`config.mk`:
```
export PLATFORM = sky130hd
export DESIGN_NAME = uart_tx_arbiter
export DESIGN_NICKNAME = d
export VERILOG_FILES = /design/src/rtl/uart_tx_arbiter.sv
export SDC_FILE = /design/constraint.sdc
export NUM_CORES = 1
export LEC_CHECK = 0
export ABC_AREA = 1
export CAP_MARGIN = 20
export CELL_PAD_IN_SITES_DETAIL_PLACEMENT = 1
export CELL_PAD_IN_SITES_GLOBAL_PLACEMENT = 2
export CORE_UTILIZATION = 20
export CTS_CLUSTER_SIZE = 14
export DETAILED_ROUTE_END_ITERATION = 7
export PLACE_DENSITY_LB_ADDON = 0.1
export SLEW_MARGIN = 0
export SYNTH_ARGS = -nofsm -noshare
export SYNTH_HDL_FRONTEND = slang
export SYNTH_SLANG_ARGS = --single-unit
```
`constraint.sdc`:
```
create_clock -name clk -period 1.91 [get_ports clk]
set_clock_uncertainty 0.2 [all_clocks]
set_input_delay 0.573 -clock clk [delete_from_list [all_inputs] [get_ports clk]]
set_output_delay 0.573 -clock clk [all_outputs]
set_load 0.1 [all_outputs]
```
`src/rtl/uart_tx_arbiter.sv`:
```
// Round-robin arbiter that lets NREQ requesters share one byte transmitter.
// Optional UART_ARB_LOCK_EN lets the owner keep the grant for back-to-back bytes.
module uart_tx_arbiter #(
    parameter int NREQ     = 4,
    parameter int DW       = 8,
    parameter int BUSY_TMO = 16
) (
    input  logic               clk,
    input  logic               rst_n,
    input  logic [NREQ-1:0]    req,
    input  logic [NREQ*DW-1:0] req_data,
    input  logic [NREQ-1:0]    req_lock,
    output logic [NREQ-1:0]    grant,
    output logic [NREQ-1:0]    ack,
    output logic               err,
    output logic               tx_start,
    output logic [DW-1:0]      tx_data,
    input  logic               tx_busy,
    output logic               busy
);
    localparam int PW = (NREQ > 1) ? $clog2(NREQ) : 1;
    localparam int CW = $clog2(BUSY_TMO + 1);

    typedef enum logic [2:0] {IDLE, START, WAIT_BUSY, WAIT_DONE, DONE} state_t;

    state_t          state, state_nx;
    logic [PW-1:0]   ptr, ptr_nx, own, own_nx, own_inc, win, idx;
    logic            win_vld;
    logic [NREQ-1:0] grant_nx;
    logic [DW-1:0]   data_nx;
    logic            err_nx;
    logic [CW-1:0]   cnt, cnt_nx;
    logic [DW-1:0]   rd [NREQ];

    for (genvar i = 0; i < NREQ; i++) begin : g_rd
        assign rd[i] = req_data[i*DW +: DW];
    end

`ifndef UART_ARB_LOCK_EN
    logic unused_lock;
    assign unused_lock = ^req_lock;
`endif

    // Descending scan so the last hit is the first set bit at or after ptr.
    always_comb begin
        win     = '0;
        win_vld = 1'b0;
        idx     = '0;
        for (int i = NREQ - 1; i >= 0; i--) begin
            idx = PW'((int'(ptr) + i) % NREQ);
            if (req[idx]) begin
                win     = idx;
                win_vld = 1'b1;
            end
        end
    end

    assign own_inc = (own == PW'(NREQ - 1)) ? '0 : own + 1'b1;

    always_comb begin
        state_nx = state;
        ptr_nx   = ptr;
        own_nx   = own;
        grant_nx = grant;
        data_nx  = tx_data;
        err_nx   = 1'b0;
        cnt_nx   = cnt;
        case (state)
            IDLE: begin
                if (win_vld) begin
                    grant_nx = {{(NREQ-1){1'b0}}, 1'b1} << win;
                    own_nx   = win;
                    data_nx  = rd[win];
                    state_nx = START;
                end
            end
            START: begin
                cnt_nx   = '0;
                state_nx = WAIT_BUSY;
            end
            WAIT_BUSY: begin
                if (tx_busy) begin
                    state_nx = WAIT_DONE;
                end else if (cnt == CW'(BUSY_TMO - 1)) begin
                    err_nx   = 1'b1;
                    grant_nx = '0;
                    ptr_nx   = own_inc;
                    state_nx = IDLE;
                end else begin
                    cnt_nx = cnt + 1'b1;
                end
            end
            WAIT_DONE: begin
                if (!tx_busy) state_nx = DONE;
            end
            DONE: begin
`ifdef UART_ARB_LOCK_EN
                if (req[own] && req_lock[own]) begin
                    data_nx  = rd[own];
                    state_nx = START;
                end else begin
                    grant_nx = '0;
                    ptr_nx   = own_inc;
                    state_nx = IDLE;
                end
`else
                grant_nx = '0;
                ptr_nx   = own_inc;
                state_nx = IDLE;
`endif
            end
            default: state_nx = IDLE;
        endcase
    end

    always_ff @(posedge clk) begin
        if (rst_n) begin
            state   <= IDLE;
            ptr     <= '0;
            own     <= '0;
            grant   <= '0;
            tx_data <= '0;
            err     <= 1'b0;
            cnt     <= '0;
        end else begin
            state   <= state_nx;
            ptr     <= ptr_nx;
            own     <= own_nx;
            grant   <= grant_nx;
            tx_data <= data_nx;
            err     <= err_nx;
            cnt     <= cnt_nx;
        end
    end

    // Handshake strobes decode straight from the state so they are exactly one cycle wide.
    assign ack      = (state == DONE) ? grant : '0;
    assign tx_start = (state == START);
    assign busy     = (state != IDLE);
endmodule
```
**Word-level counts from Yosys, hierarchy flattened**

Index checks and enable logic that the tools add are counted.

- Flip-flop bits (word level): 25
- Logic and storage cells: 80

- Muxes and demuxes: 37
- Eq/ne operators: 12
- Reduce and logical (&&, ||, !) cells: 11
- Add/subtract/negate cells: 5
- $lt $le $gt $ge: 5
- Shift operators: 1
- Bitwise operators: 2

Operator list:

| kind | count |
|---|---|
| binary-select mux 8 bit (select 2 bit) | 1 |
| 2-to-1 mux 4 bit | 4 |
| 2-to-1 mux 8 bit | 2 |
| 2-to-1 mux 2 bit | 7 |
| < comparator 2 x 3 -> 1 bit, second input constant | 4 |
| 2-to-1 mux 3 bit | 4 |
| case mux 3 bit (4 select lines) | 1 |
| case mux 4 bit (3 select lines) | 1 |
| 2-to-1 mux 5 bit | 2 |
| != test 2 bit, second input constant | 5 |
| case mux 5 bit (2 select lines) | 1 |
| 2-to-1 mux 1 bit | 9 |
| AND reduction 3 bit | 3 |
| binary-select mux 1 bit (select 2 bit) | 4 |
| equality test 3 x 2 -> 1 bit, second input constant | 2 |
| nonzero test 3 bit | 2 |
| adder 5 x 1 -> 5 bit, second input constant | 1 |
| equality test 5 x 4 -> 1 bit, second input constant | 1 |
| adder 2 x 1 -> 2 bit, second input constant | 2 |
| adder 2 bit, second input constant | 2 |
| case mux 2 bit (2 select lines) | 1 |
| AND reduction 4 bit | 1 |
| nonzero test 2 bit | 2 |
| << shifter 1 x 2 -> 4 bit, first input constant | 1 |
| other kinds (10) | 10 |

**Logic depth before layout (Yosys ltp)**

Gate-level depths: netlist (run 1).

- Depth in word-level cells: 11
- Gate-level depth with buffers: 16
- Mapped depth without buffers: 15

**Worst setup path before layout (run 1)**

Ideal clock, no wire load.

- Kind: reg-to-reg
- Start point: register state[0]
- End point: register cnt[3]
- Cell stages (with the launch flop): 8
- Required time: 1.587 ns
- Period minus slack after synthesis: 3.577 ns
- Library setup time: 0.123 ns
- Path slack: -1.667 ns
- Arrival time: 3.254 ns
- Cell sequence: dfxtp_1 > inv_1 > nor3_1 > inv_1 > nand2_1 > inv_1 > nor4_1 > nor3_1

- Longest elaborated chain between the ends: 3
- Elaborated cells on any way between the ends: 7
- Classes of those cells: eq/ne: 4; mux: 1; reduce/logical: 2

RTL lines:

| item | line | RTL |
|---|---|---|
| start: declaration | 26 | `state_t state, state_nx;` |
| start signal: assignment | 126 | `state <= state_nx;` |
| equality test 3 x 1 -> 1 bit (*) | -- |  |
| via tx_start | 16 | `output logic tx_start,` |
| nonzero test 2 bit (no source line) | -- |  |
| AND reduction 3 bit (no source line) | -- |  |
| end signal: assignment | 132 | `cnt <= cnt_nx;` |
| end: declaration | 32 | `logic [CW-1:0] cnt, cnt_nx;` |

The timed path passes the listed nets; every way through them passes the cells marked *.
A chain may end at the register's enable or synchronous reset.

**Final worst setup path (run 1)**

- Start point: register state[1]
- End point: output port ack[2]

- Longest elaborated chain between the ends: 2

RTL lines:

| item | line | RTL |
|---|---|---|
| equality test 3 bit | 137 | `assign ack = (state == DONE) ? grant : '0;` |
| 2-to-1 mux 4 bit | 137 |  |
| end: declaration | 14 | `output logic [NREQ-1:0] ack,` |

Every way passes these cells.

==> flow_metrics.py, run 1 <==
metrics = {
    "status": {
        "status": "complete, but fails checks",
        "failed_checks": "setup timing",
    },
    "synth": {
        "synth_top_family_by_area": "simple AND/OR/NAND/NOR gates",
        "synth_cells": 253,
        "async_flop_share_pct": 0,
        "synth-edff-count": 0,
        "syn_area_mm2": 0.00165,
        "synth-compound-area-share_pct": 11.0,
        "synthMuxAreaShare_pct": 0,
        "seq_area_frac_synth_pct": 30.4,
        "synthSimpleGateAreaFrac_pct": 44.1,
        "ys.flop_type": "dfxtp_1",
        "synth_fp_nets": 299,
        "synthXorXnorAreaFrac_pct": 0,
        "ys_warn_count": 0,
        "synth_seq_cells": 25,
        "ys_types": 27,
        "yosys.area_share.adder_pct": 2.28,
        "avgSynthCellArea_um2": 6.50,
    },
    "global_route": {
        "overflow": 0,
        "grt_pass1_wl_um": 10300,
        "grt_util_all_layers_pct": 15.3,
        "grt_max_degree": 17,
        "grt_pass1_vias": 2081,
        "antenna_found_initial": 0,
    },
    "timing": {
        "hold_viol_final": 0,
        "finalCritPeriodShare_pct": 108,
        "max_freq_mhz": 485,
        "slew_headroom_pct": 74.8,
        "finalSetupViolations": 20,
        "rsz0062_at_grt": "yes",
        "tightestPinTransition_ns": 0.376,
        "fin_crit_ns": 2.06,
        "setup_ws_ns": -0.152,
        "tns_ns": -1.64,
        "finalMaxSlewViolations": 0,
    },
    "detailed_routing": {
        "antenna_left": 0,
        "wl_per_cell_um": 13.8,
        "firstDrtPassIters": 4,
        "routed_wirelength_um": 6360,
        "vias_per_cell": 4.43,
        "drtIter0Drc": 30,
        "drc": 0,
        "vias": 2040,
    },
    "clocking": {
        "cts_buffers": 3,
        "htreeDepth": 1,
        "cts.path.max_buffers": 2,
        "cts_sinks": 25,
        "postCtsHoldBufs": 0,
        "worstSkewPairLatency_ns": 0.28,
        "clk_pin_slew_worst_paths_ns": 0.10,
        "cts_tree": "done",
        "cts-root-buf": "clkbuf_8",
    },
    "place": {
        "io_buffers": 57,
        "dp_hpwl_um": 4320,
        "dp_cells": 429,
        "gp_congestion": 0.749,
    },
    "finish": {
        "stdcell_count": 460,
        "nets": 405,
        "post-route-util_pct": 44.5,
        "layout.cells.most_common": "buf_4",
        "fill_cells": 937,
        "syn_to_final_growth_pct": 112,
        "n_antenna_cell": 0,
        "final_layout_size_suffix_gt1_share_pct": 50.8,
        "final_cell_mix": "35 x buf_4, 34 x clkdlybuf4s50_1, 26 x nand2_1",
    },
    "critical_path": {
        "timing.critical_path.cells": "nor2_4, inv_2, nor2_4, inv_4, nor2_4, buf_12",
        "worst_setup_path_start_kind": "register",
        "critical_path_class": "reg2out",
        "crit_path_frequent_cell": "nor2_4",
        "critPathCaptureType": "output port",
        "crit_fanout": 4,
        "max_stage_delay_ns": 0.37,
        "critical_path_required_ns": 1.14,
        "cp_slowest_cell": "dfxtp_4",
        "worstPathArrival_ns": 1.29,
    },
    "pwr": {
        "vdd_drop_max_uv": 991,
        "finalPower_mw": 7.40,
        "p_comb_share_pct": 82.5,
        "clkPwrFrac_pct": 4.6,
        "p_int_mw": 3.59,
        "switchingPower_mw": 3.81,
        "swShare_pct": 51.4,
        "leakagePower_nw": 1.48,
        "pwr-share-seq_pct": 13.0,
        "power_density_mw_per_mm2": 2120,
    },
    "run": {
        "maxCapViolations": 0,
    },
    "floorplan": {
        "rows": 32,
        "die_h_um": 92.7,
        "fp.coreArea_mm2": 0.00785,
        "ioPinCount": 62,
        "die_area_mm2": 0.00859,
        "start_util_pct": 21.0,
        "die_x_um": 92.7,
    },
    "worst_hold_path": {
        "hold_path_class": "reg2reg",
    },
}
area by class of cell:
| type | count | area (µm²) | share of cell area, % |
|---|---|---|---|
| Multi-Input combinational cell | 187 | 1340 | 38.5 |
| Clock inverter | 1 | 8.76 | 0.251 |
| Tap cell | 102 | 128 | 3.65 |
| Inverter | 31 | 134 | 3.83 |
| Sequential cell | 25 | 533 | 15.3 |
| Clock buffer | 3 | 41.3 | 1.18 |
| Timing Repair Buffer | 111 | 1310 | 37.4 |
stage by stage:
step	setup slack, ns	cell area, µm²	hold slack (ns)
after detailed placement	-0.851	2790	0.297
after global placement	-0.843	2790	0.288
after CTS	-0.189	3300	0.310
final	-0.152	3490	0.304
after floorplan	-0.172	1720	0.272
after global routing	-0.240	3490	0.329
repair_timing:
item,CTS,global route
cloned,4,0
endpoints found under the setup margin,23,30
setup buffers,19,10
pin swaps,49,43
gates resized for setup,89,41
routing by layer:
layer	GRT usage [%]	up-vias	part of all wire [%]
met2	28.4	36	52
met1	18.1	953	44
met5	0	-	0
met4	2.31	0	0.36
li1	-	1049	-
met3	3.53	2	3.7
worst paths after layout:
kind                  from         end  slack (ns)  cells past startpoint
setup reg to reg    ptr[0]  tx_data[5]       -0.10                     15
hold / removal    grant[0]    grant[0]        0.30                      2
setup / recovery  state[1]      ack[2]       -0.15                      6
hold reg to reg   grant[0]    grant[0]        0.30                      2
cell usage after synthesis, types with 2 or more instances:
cell | n | area (µm²)
a21oi_1 | 11 | 55.1
buf_2 | 4 | 20.0
buf_4 | 2 | 15.0
buf_6 | 3 | 33.8
clkbuf_1 | 2 | 7.51
dfxtp_1 | 25 | 500
ha_1 | 3 | 37.5
inv_1 | 28 | 105
nand2_1 | 49 | 184
nand2_2 | 9 | 56.3
nand2_4 | 3 | 33.8
nand3_1 | 32 | 160
nand4_1 | 11 | 68.8
nor2_1 | 29 | 109
nor2_2 | 3 | 18.8
nor2_4 | 2 | 22.5
nor3_1 | 8 | 40.0
nor4_1 | 2 | 12.5
o211a_1 | 2 | 20.0
o211ai_1 | 2 | 15.0
o21ai_0 | 17 | 85.1
power by group through the flow:
stage | Combinational (mW) | Clock [mW] | Sequential (mW)
3_5_place_dp | 4.42 | 0 | 0.921
6_report | 6.10 | 0.339 | 0.960
2_1_floorplan | 2.24 | 0 | 1.53
3_3_place_gp | 4.40 | 0 | 0.920
5_1_grt | 6.56 | 0.377 | 0.984
4_1_cts | 5.78 | 0.365 | 0.949
registers in the layout (all words and copies together), names as in the netlist:
register	flops
grant	4
cnt	5
tx_data	8
state	3
err	1
ptr	2
own	2
worst max-delay path, delay by kind of cell, from the launching register on:
| kind | cells | cell delay [ns] |
|---|---|---|
| DFF | 1 | 0.37 |
| buffers and inverters | 3 | 0.32 |
| and+or+nand+nor | 3 | 0.31 |
cells by family after synthesis:
group,Yosys count
fa+ha+maj,3
flops,25
compound gates,33
buf+inv,42
simple gates,150
No activity file was read; power rests on OpenSTA's default activity.
==> run 2: changes to the inputs <==
- GPL_ROUTABILITY_DRIVEN: unset -> 0
==> results of run 2 <==
No change in the layout: final DEF, timing and power equal those of run 1.
